--- src/rtl/hazard_detection_if.sv ---
// rtl/hazard_detection_if.sv - pipeline-side signal bundle for the hazard detection unit
interface hazard_detection_if;
    logic [4:0] IF_ID_rs;
    logic [4:0] IF_ID_rt;
    logic       IF_ID_branch;
    logic       branch_taken;
    logic       ID_EX_mem_read;
    logic       ID_EX_reg_write;
    logic [4:0] ID_EX_rd;
    logic       EX_MEM_mem_read;
    logic [4:0] EX_MEM_rd;
    logic       pc_write;
    logic       if_id_write;
    logic       id_ex_flush;
    logic       if_id_flush;

    modport master (
        output IF_ID_rs, IF_ID_rt, IF_ID_branch, branch_taken,
        output ID_EX_mem_read, ID_EX_reg_write, ID_EX_rd,
        output EX_MEM_mem_read, EX_MEM_rd,
        input  pc_write, if_id_write, id_ex_flush, if_id_flush
    );

    modport slave (
        input  IF_ID_rs, IF_ID_rt, IF_ID_branch, branch_taken,
        input  ID_EX_mem_read, ID_EX_reg_write, ID_EX_rd,
        input  EX_MEM_mem_read, EX_MEM_rd,
        output pc_write, if_id_write, id_ex_flush, if_id_flush
    );
endinterface

--- src/rtl/hazard_detection.sv ---
// rtl/hazard_detection.sv - stall/flush control with saturating event counters
module hazard_detection #(
    parameter int CNT_W = 16
) (
    input  logic             clk,
    input  logic             rstn,
    hazard_detection_if.slave hz,
    output logic [CNT_W-1:0] stall_count,
    output logic [CNT_W-1:0] flush_count
);
    localparam logic [0:0] IDLE = 1'b0;
    localparam logic [0:0] HOLD = 1'b1;
    localparam logic [CNT_W-1:0] CNT_MAX = {CNT_W{1'b1}};

    logic [0:0] state;
    logic [1:0] rem;
    logic       m_ex;
    logic       m_mem;
    logic [1:0] need;
    logic       stall;
    logic       flush;

    always_comb begin
        m_ex  = (hz.ID_EX_rd != 5'd0) &&
                ((hz.ID_EX_rd == hz.IF_ID_rs) || (hz.ID_EX_rd == hz.IF_ID_rt));
        m_mem = (hz.EX_MEM_rd != 5'd0) &&
                ((hz.EX_MEM_rd == hz.IF_ID_rs) || (hz.EX_MEM_rd == hz.IF_ID_rt));
    end

    // Later assignments win, so the 2-cycle rule is placed last.
    always_comb begin
        need = 2'd0;
        if (!hz.IF_ID_branch && hz.ID_EX_mem_read && m_ex)
            need = 2'd1;
        if (hz.IF_ID_branch && hz.EX_MEM_mem_read && m_mem)
            need = 2'd1;
        if (hz.IF_ID_branch && hz.ID_EX_reg_write && !hz.ID_EX_mem_read && m_ex)
            need = 2'd1;
        if (hz.IF_ID_branch && hz.ID_EX_mem_read && m_ex)
            need = 2'd2;
    end

    // branch_taken is computed from stale operands while stalled, so it is masked.
    always_comb begin
        stall = (state == HOLD) || (need != 2'd0);
        flush = !stall && hz.IF_ID_branch && hz.branch_taken;
    end

    always_comb begin
        hz.pc_write    = 1'b0;
        hz.if_id_write = 1'b0;
        hz.id_ex_flush = 1'b0;
        hz.if_id_flush = 1'b0;
        if (rstn) begin
            hz.pc_write    = !stall;
            hz.if_id_write = !stall;
            hz.id_ex_flush = stall;
            hz.if_id_flush = flush;
        end
    end

    always_ff @(posedge clk or negedge rstn) begin
        if (!rstn) begin
            state <= IDLE;
            rem   <= 2'd0;
        end else begin
            case (state)
                IDLE: begin
                    if (need == 2'd2) begin
                        state <= HOLD;
                        rem   <= 2'd1;
                    end
                end
                HOLD: begin
                    if (rem <= 2'd1) begin
                        state <= IDLE;
                        rem   <= 2'd0;
                    end else begin
                        rem <= rem - 2'd1;
                    end
                end
                default: begin
                    state <= IDLE;
                    rem   <= 2'd0;
                end
            endcase
        end
    end

    always_ff @(posedge clk or negedge rstn) begin
        if (!rstn) begin
            stall_count <= '0;
            flush_count <= '0;
        end else begin
            if (stall && (stall_count != CNT_MAX))
                stall_count <= stall_count + 1'b1;
            if (flush && (flush_count != CNT_MAX))
                flush_count <= flush_count + 1'b1;
        end
    end
endmodule

--- src/flat_wrapper.sv ---
// flat-port wrapper written by rule: the top's interface ports become plain ports
module hazard_detection_flat 
#(
    parameter int CNT_W = 16
)
  (clk, rstn, stall_count, flush_count, hz_IF_ID_rs, hz_IF_ID_rt, hz_IF_ID_branch, hz_branch_taken, hz_ID_EX_mem_read, hz_ID_EX_reg_write, hz_ID_EX_rd, hz_EX_MEM_mem_read, hz_EX_MEM_rd, hz_pc_write, hz_if_id_write, hz_id_ex_flush, hz_if_id_flush);
  hazard_detection_if hz_i ();
  input  logic clk;
  input  logic rstn;
  output logic [CNT_W-1:0] stall_count;
  output logic [CNT_W-1:0] flush_count;
  input wire logic [$bits(hz_i.IF_ID_rs)-1:0] hz_IF_ID_rs;
  input wire logic [$bits(hz_i.IF_ID_rt)-1:0] hz_IF_ID_rt;
  input wire logic [$bits(hz_i.IF_ID_branch)-1:0] hz_IF_ID_branch;
  input wire logic [$bits(hz_i.branch_taken)-1:0] hz_branch_taken;
  input wire logic [$bits(hz_i.ID_EX_mem_read)-1:0] hz_ID_EX_mem_read;
  input wire logic [$bits(hz_i.ID_EX_reg_write)-1:0] hz_ID_EX_reg_write;
  input wire logic [$bits(hz_i.ID_EX_rd)-1:0] hz_ID_EX_rd;
  input wire logic [$bits(hz_i.EX_MEM_mem_read)-1:0] hz_EX_MEM_mem_read;
  input wire logic [$bits(hz_i.EX_MEM_rd)-1:0] hz_EX_MEM_rd;
  output wire logic [$bits(hz_i.pc_write)-1:0] hz_pc_write;
  output wire logic [$bits(hz_i.if_id_write)-1:0] hz_if_id_write;
  output wire logic [$bits(hz_i.id_ex_flush)-1:0] hz_id_ex_flush;
  output wire logic [$bits(hz_i.if_id_flush)-1:0] hz_if_id_flush;
  assign hz_i.IF_ID_rs = hz_IF_ID_rs;
  assign hz_i.IF_ID_rt = hz_IF_ID_rt;
  assign hz_i.IF_ID_branch = hz_IF_ID_branch;
  assign hz_i.branch_taken = hz_branch_taken;
  assign hz_i.ID_EX_mem_read = hz_ID_EX_mem_read;
  assign hz_i.ID_EX_reg_write = hz_ID_EX_reg_write;
  assign hz_i.ID_EX_rd = hz_ID_EX_rd;
  assign hz_i.EX_MEM_mem_read = hz_EX_MEM_mem_read;
  assign hz_i.EX_MEM_rd = hz_EX_MEM_rd;
  assign hz_pc_write = hz_i.pc_write;
  assign hz_if_id_write = hz_i.if_id_write;
  assign hz_id_ex_flush = hz_i.id_ex_flush;
  assign hz_if_id_flush = hz_i.if_id_flush;
  hazard_detection #(.CNT_W(CNT_W)) u_core (.clk(clk), .rstn(rstn), .hz(hz_i), .stall_count(stall_count), .flush_count(flush_count));
endmodule
--- config.mk ---
export PLATFORM = sky130hd
export DESIGN_NAME = hazard_detection_flat
export DESIGN_NICKNAME = d
export VERILOG_FILES = /design/src/rtl/hazard_detection_if.sv /design/src/rtl/hazard_detection.sv /design/src/flat_wrapper.sv
export SDC_FILE = /design/constraint.sdc
export NUM_CORES = 1
export LEC_CHECK = 0
export BUFFER_PORTS_ARGS = -buffer_cell sky130_fd_sc_hd__buf_4
export CAP_MARGIN = 20
export CORE_UTILIZATION = 55
export DETAILED_ROUTE_END_ITERATION = 7
export GPL_TIMING_DRIVEN = 0
export PLACE_DENSITY_LB_ADDON = 0.1
export SYNTH_ARGS = -nofsm -noshare
export SYNTH_HDL_FRONTEND = slang
export SYNTH_SLANG_ARGS = --single-unit
--- constraint.sdc ---
create_clock -name clk -period 6.9 [get_ports clk]
set_clock_uncertainty 0.15 [all_clocks]
set_input_delay 1.725 -clock clk [delete_from_list [all_inputs] [get_ports clk]]
set_output_delay 1.725 -clock clk [all_outputs]
set_load 0.02 [all_outputs]
; ---- Word level (Yosys, flattened, before mapping)
; Cells that the tools add are included.
; W data, S select, Z words.
[word_totals]
in_bits = 27
regBits = 35
output_inout_bits = 36
word_cells = 54
[classes]
reduce_logical = 24
n_addsub = 3
eq_ne = 8
bitwise = 1
muxes = 13
n_lt_le_gt_ge = 1
[op_table]
columns = operator, count
row1 = $add A16 B1 Y16 const B, 2
row2 = $ne A16 B16 Y1 const B, 2
row3 = $eq A5 B5 Y1, 4
row4 = $logic_and A1 B1 Y1, 15
row5 = $reduce_bool A5 Y1, 2
row6 = $mux W1, 8
row7 = $mux W2, 3
row8 = $pmux W2 S2, 1
row9 = $logic_not A1 Y1, 3
row10 = $logic_or A1 B1 Y1, 3
row11 = $eq A2 B2 Y1 const B, 1
row12 = $le A2 B1 Y1 const B, 1
row13 = $ne A2 B1 Y1 const B, 1
row14 = $pmux W1 S2, 1
row15 = $reduce_bool A2 Y1, 1
row16 = $sub A2 B1 Y2 const B, 1
row17 = $not A1 Y1, 1

; ---- Depth between registers and ports, before layout
[depth]
word_depth = 14
depth_mapped = 9
depth_no_buf = 7

; ---- Least setup slack after synthesis
; OpenSTA, ideal clock, no wires.
[synth_timing]
path_kind = input to output
startpoint = input hz_EX_MEM_rd[0]
endpoint = output hz_pc_write
required_ns = 5.025
arrival_time_ns = 3.617
slack_ns = 1.408
stages = 8
n_path_buf = 3
path_cell_list = or4_1 -> o211ai_1 -> a21oi_1 -> or3_1 -> buf_2 -> clkbuf_1 -> nor2_1 -> buf_4
[synth_between]
elab_chain_cells = 11
word_cells_on_any_way = 13
classes_between = eq/ne: 2 / mux: 4 / reduce/logical: 7
[synth_lines]
columns = item, line
row1 = "start, declared", flat_wrapper.sv:20  ; input wire logic [$bits(hz_i.EX_MEM_rd)-1:0] hz_EX_MEM_rd;
row2 = $eq A5 B5 Y1, hazard_detection.sv:27  ; ((hz.EX_MEM_rd == hz.IF_ID_rs) || (hz.EX_MEM_rd == hz.IF_ID_rt));
row3 = $logic_or A1 B1 Y1, hazard_detection.sv:27
row4 = $logic_and A1 B1 Y1 (*), hazard_detection.sv:26  ; m_mem = (hz.EX_MEM_rd != 5'd0) &&
row5 = $logic_and A1 B1 Y1 (*), hazard_detection.sv:35  ; if (hz.IF_ID_branch && hz.EX_MEM_mem_read && m_mem)
row6 = $mux W1 (*), hazard_detection.sv:35
row7 = $mux W1 (*), hazard_detection.sv:37  ; if (hz.IF_ID_branch && hz.ID_EX_reg_write && !hz.ID_EX_mem_read && m_ex)
row8 = $mux W2 (*), hazard_detection.sv:39  ; if (hz.IF_ID_branch && hz.ID_EX_mem_read && m_ex)
row9 = $reduce_bool A2 Y1 (*), hazard_detection.sv:45  ; stall = (state == HOLD) || (need != 2'd0);
row10 = $logic_or A1 B1 Y1 (*), hazard_detection.sv:45
row11 = $logic_not A1 Y1 (*), --
row12 = $mux W1 (*), --
row13 = "end, declared", flat_wrapper.sv:21  ; output wire logic [$bits(hz_i.pc_write)-1:0] hz_pc_write;
; Mark *: on every way between the ends. The rest lies on a longest branch, timed or not.

; ---- Final worst setup path
[layout_timing]
startpoint = input hz_ID_EX_rd[0]
endpoint = output hz_pc_write
[layout_between]
elab_chain_cells = 12
word_cells_on_any_way = 16
classes_between = eq/ne: 2 / mux: 5 / reduce/logical: 9
[layout_lines]
columns = item, line
row1 = "start, declared", flat_wrapper.sv:18  ; input wire logic [$bits(hz_i.ID_EX_rd)-1:0] hz_ID_EX_rd;
row2 = $eq A5 B5 Y1, hazard_detection.sv:25  ; ((hz.ID_EX_rd == hz.IF_ID_rs) || (hz.ID_EX_rd == hz.IF_ID_rt));
row3 = $logic_or A1 B1 Y1, hazard_detection.sv:25
row4 = $logic_and A1 B1 Y1 (*), hazard_detection.sv:24  ; m_ex = (hz.ID_EX_rd != 5'd0) &&
row5 = $logic_and A1 B1 Y1, hazard_detection.sv:33  ; if (!hz.IF_ID_branch && hz.ID_EX_mem_read && m_ex)
row6 = $mux W1, hazard_detection.sv:33
row7 = $mux W1, hazard_detection.sv:35
row8 = $mux W1, hazard_detection.sv:37
row9 = $mux W2 (*), hazard_detection.sv:39
row10 = $reduce_bool A2 Y1 (*), hazard_detection.sv:45
row11 = $logic_or A1 B1 Y1 (*), hazard_detection.sv:45
row12 = $logic_not A1 Y1 (*), hazard_detection.sv:55  ; hz.pc_write = !stall;
row13 = $mux W1 (*), hazard_detection.sv:54  ; if (rstn) begin
; Marks and branches as above.

==> key figures <==
Timing
  – Hold slack: 0.3520 ns
  – Hold Violations, Final: 0
  – Final slew viol count: 0
  – Final period util: 80.98%
  – RSZ-0062 raised after global routing: no
  – Final setup margin: 1.312 ns
  – Worst slew margin: 63.06%
  – Setup TNS: 0 ns
  – Min Tclk post-route: 5.588 ns
  – F_max: 0.1790 GHz
  – Worst slew pin tran: 0.5542 ns
  – Final setup vio count: 0

Synthesis
  – Post-synth ARST share: 100.0%
  – Yosys cell types: 37
  – Synthesized area per cell: 10.03 um^2
  – Yosys reg bits: 35
  – Post-synthesis sequential area ratio: 43.45%
  – Main synth FF type: dfrtp_1
  – Yosys warns: 0
  – Post-synth EDFFs: 0
  – Syn nets: 230
  – Post-Syn Area: 2016 um^2
  – Mapped Cells: 201

Clock tree
  – CTS tree: done
  – Worst-path clk slew: 0.10 ns
  – Post-CTS resize count: 0
  – Clock sink count: 35
  – Clock Tree Buf Depth: 2
  – CTS root buf: clkbuf_4
  – Worst-Skew Late Latency: 0.34 ns
  – CTS Buf Count: 5
  – H-tree lvl count: 2
  – Number of hold buffers added after cts: 0
  – Post-CTS setup buffer count: 0

Min path
  – HP Class: flop to flop

Floorplan
  – Initial core utilization: 59.01%
  – Die width: 62.54 um
  – IO Count: 63
  – Row cnt: 21
  – Die Ht: 62.54 um
  – Core footprint: 3416 um^2
  – DIE AREA: 3911 um^2

Global routing
  – Largest net degree at the start of global routing: 38
  – GR Util All Layers: 24.86%
  – Antenna violations before repair: 0
  – First-pass GRT wire length: 7652 um
  – Vias in the first global route: 1704
  – Total gr overflow: 0

Placed design
  – Port-buffer cells: 62
  – Post-DP HPWL: 3325 um
  – Post-DP Area: 2539 um^2
  – Gpl congestion: 0.7960
  – Pre-CTS setup slack: 1.303 ns

Finish
  – Fin nets: 299
  – Cell area after layout: 2595 um^2
  – Share of cells above drive strength 1: 31.11%
  – # diodes: 0
  – Most frequent cells in the layout: buf_4 (63), dfrtp_1 (35), xor2_1 (28)
  – Fill cell count: 271
  – Util after Layout: 75.97%
  – Most common cell after layout, fill and taps aside: buf_4
  – Area grow syn2layout: 28.74%

Critical path
  – WP data required: 5.03 ns
  – Kind of critical path: input pin to output pin
  – CP startpoint kind: input pin
  – CP endpoint kind: output pin
  – Worst endpoint data arrival time: 3.71 ns
  – CP max FO: 10

Detailed routing
  – DRC: 0
  – Initial DRC Count: 124
  – Total number of vias: 1749
  – Via density: 5.535
  – WL final: 4387 um
  – WL/cell: 13.88 um
  – Post-route ant nets: 0
  – Router iterations before antenna repair: 4

Pwr
  – LEAKAGE: 1.264 nW
  – VDD IR max: 0.1771 mV
  – Power Density: 229.7 nW/um^2

Flow run
  – Max cap viols: 0

Outcome
  – Status: finished clean
flip-flops by register name, summed over array words and instances (netlist names):
signal              count
u_core.state            1
u_core.flush_count     16
u_core.stall_count     16
u_core.rem              2
final timing paths:
check	start	slack, ns	cells past startpoint	end
min	u_core.stall_count[15]$_DFFE_PN0P_	0.35	1	u_core.stall_count[15]$_DFFE_PN0P_
max in group asynchronous	rstn	5.12	1	u_core.flush_count[3]$_DFFE_PN0P_
min in group asynchronous	rstn	1.17	1	u_core.flush_count[9]$_DFFE_PN0P_
min reg2reg	u_core.stall_count[15]$_DFFE_PN0P_	0.35	1	u_core.stall_count[15]$_DFFE_PN0P_
max	hz_ID_EX_rd[0]	1.31	10	hz_pc_write
max reg2reg	u_core.flush_count[7]$_DFFE_PN0P_	4.40	7	u_core.flush_count[1]$_DFFE_PN0P_
area by class of cell:
cell class | count | area [um^2] | area share [%]
plain buffers | 7 | 38.79 | 1.495
clock buffers | 6 | 51.30 | 1.977
clock inverters | 1 | 5.005 | 0.1929
inverters | 3 | 11.26 | 0.4339
multi-input cells | 156 | 1090 | 42.00
flip-flops and latches | 35 | 875.8 | 33.75
well taps | 46 | 57.56 | 2.218
repair buffers | 62 | 465.4 | 17.94
synthesized netlist by cell type, types with 2 or more instances:
cell type	count	share of area (%)
clkbuf_1	3	0.56
o21ai_0	3	0.74
ha_1	2	1.2
xor2_1	28	12
inv_1	3	0.56
nand3_1	12	3.0
dfrtp_1	35	43
nand4_1	9	2.8
nand2_1	16	3.0
mux2_2	4	2.2
nand2b_1	2	0.62
xnor2_1	18	7.8
and4_1	3	1.3
nor3_1	13	3.2
nor2_1	10	1.9
a31oi_1	2	0.62
nor4_2	4	2.5
or4_4	2	1.1
and3_1	10	3.1
a21oi_1	3	0.74
and2_1	3	0.93
power by group:
group          switching [mW]  internal (mW)
registers              0.0460          0.239
clock network          0.0686         0.0472
logic                   0.103         0.0924
stage by stage:
stage | cells | total power, mW
after global placement | 309 | 0.4790
final | 316 | 0.5960
after floorplan | 201 | 0.3882
after global routing | 316 | 0.6308
after CTS | 316 | 0.6014
after detailed placement | 309 | 0.4855
worst max-delay path, stage by stage:
cell,delay [ns]
buf_4,0.12
or4_4,0.53
nor2_2,0.11
nor3_1,0.06
or3_1,0.33
buf_2,0.18
clkbuf_1,0.23
nor2_1,0.18
buf_4,0.12
buf_4,0.12
logic make-up (layout without fill, tap and decap cells):
family | after synthesis | in the layout | share of synthesized area (%)
xor gates and xnor gates | 47 | 47 | 20.79
DFF | 35 | 35 | 43.45
buffers and inverters | 10 | 79 | 2.483
and+or+nand+nor | 89 | 89 | 25.14
AOI/OAI and AO/OA | 14 | 14 | 4.655
adders and majority gates | 2 | 2 | 1.241
muxes | 4 | 4 | 2.234
metal layers:
layer | track usage (%) | share of wire [%] | wire, um
met5 | 0 | 0 | 0
met4 | 8.140 | 1.5 | 65
met3 | 6.022 | 5.2 | 227
met2 | 41.58 | 50 | 2176
met1 | 31.44 | 44 | 1918
No activity file was read; power rests on OpenSTA's default activity.
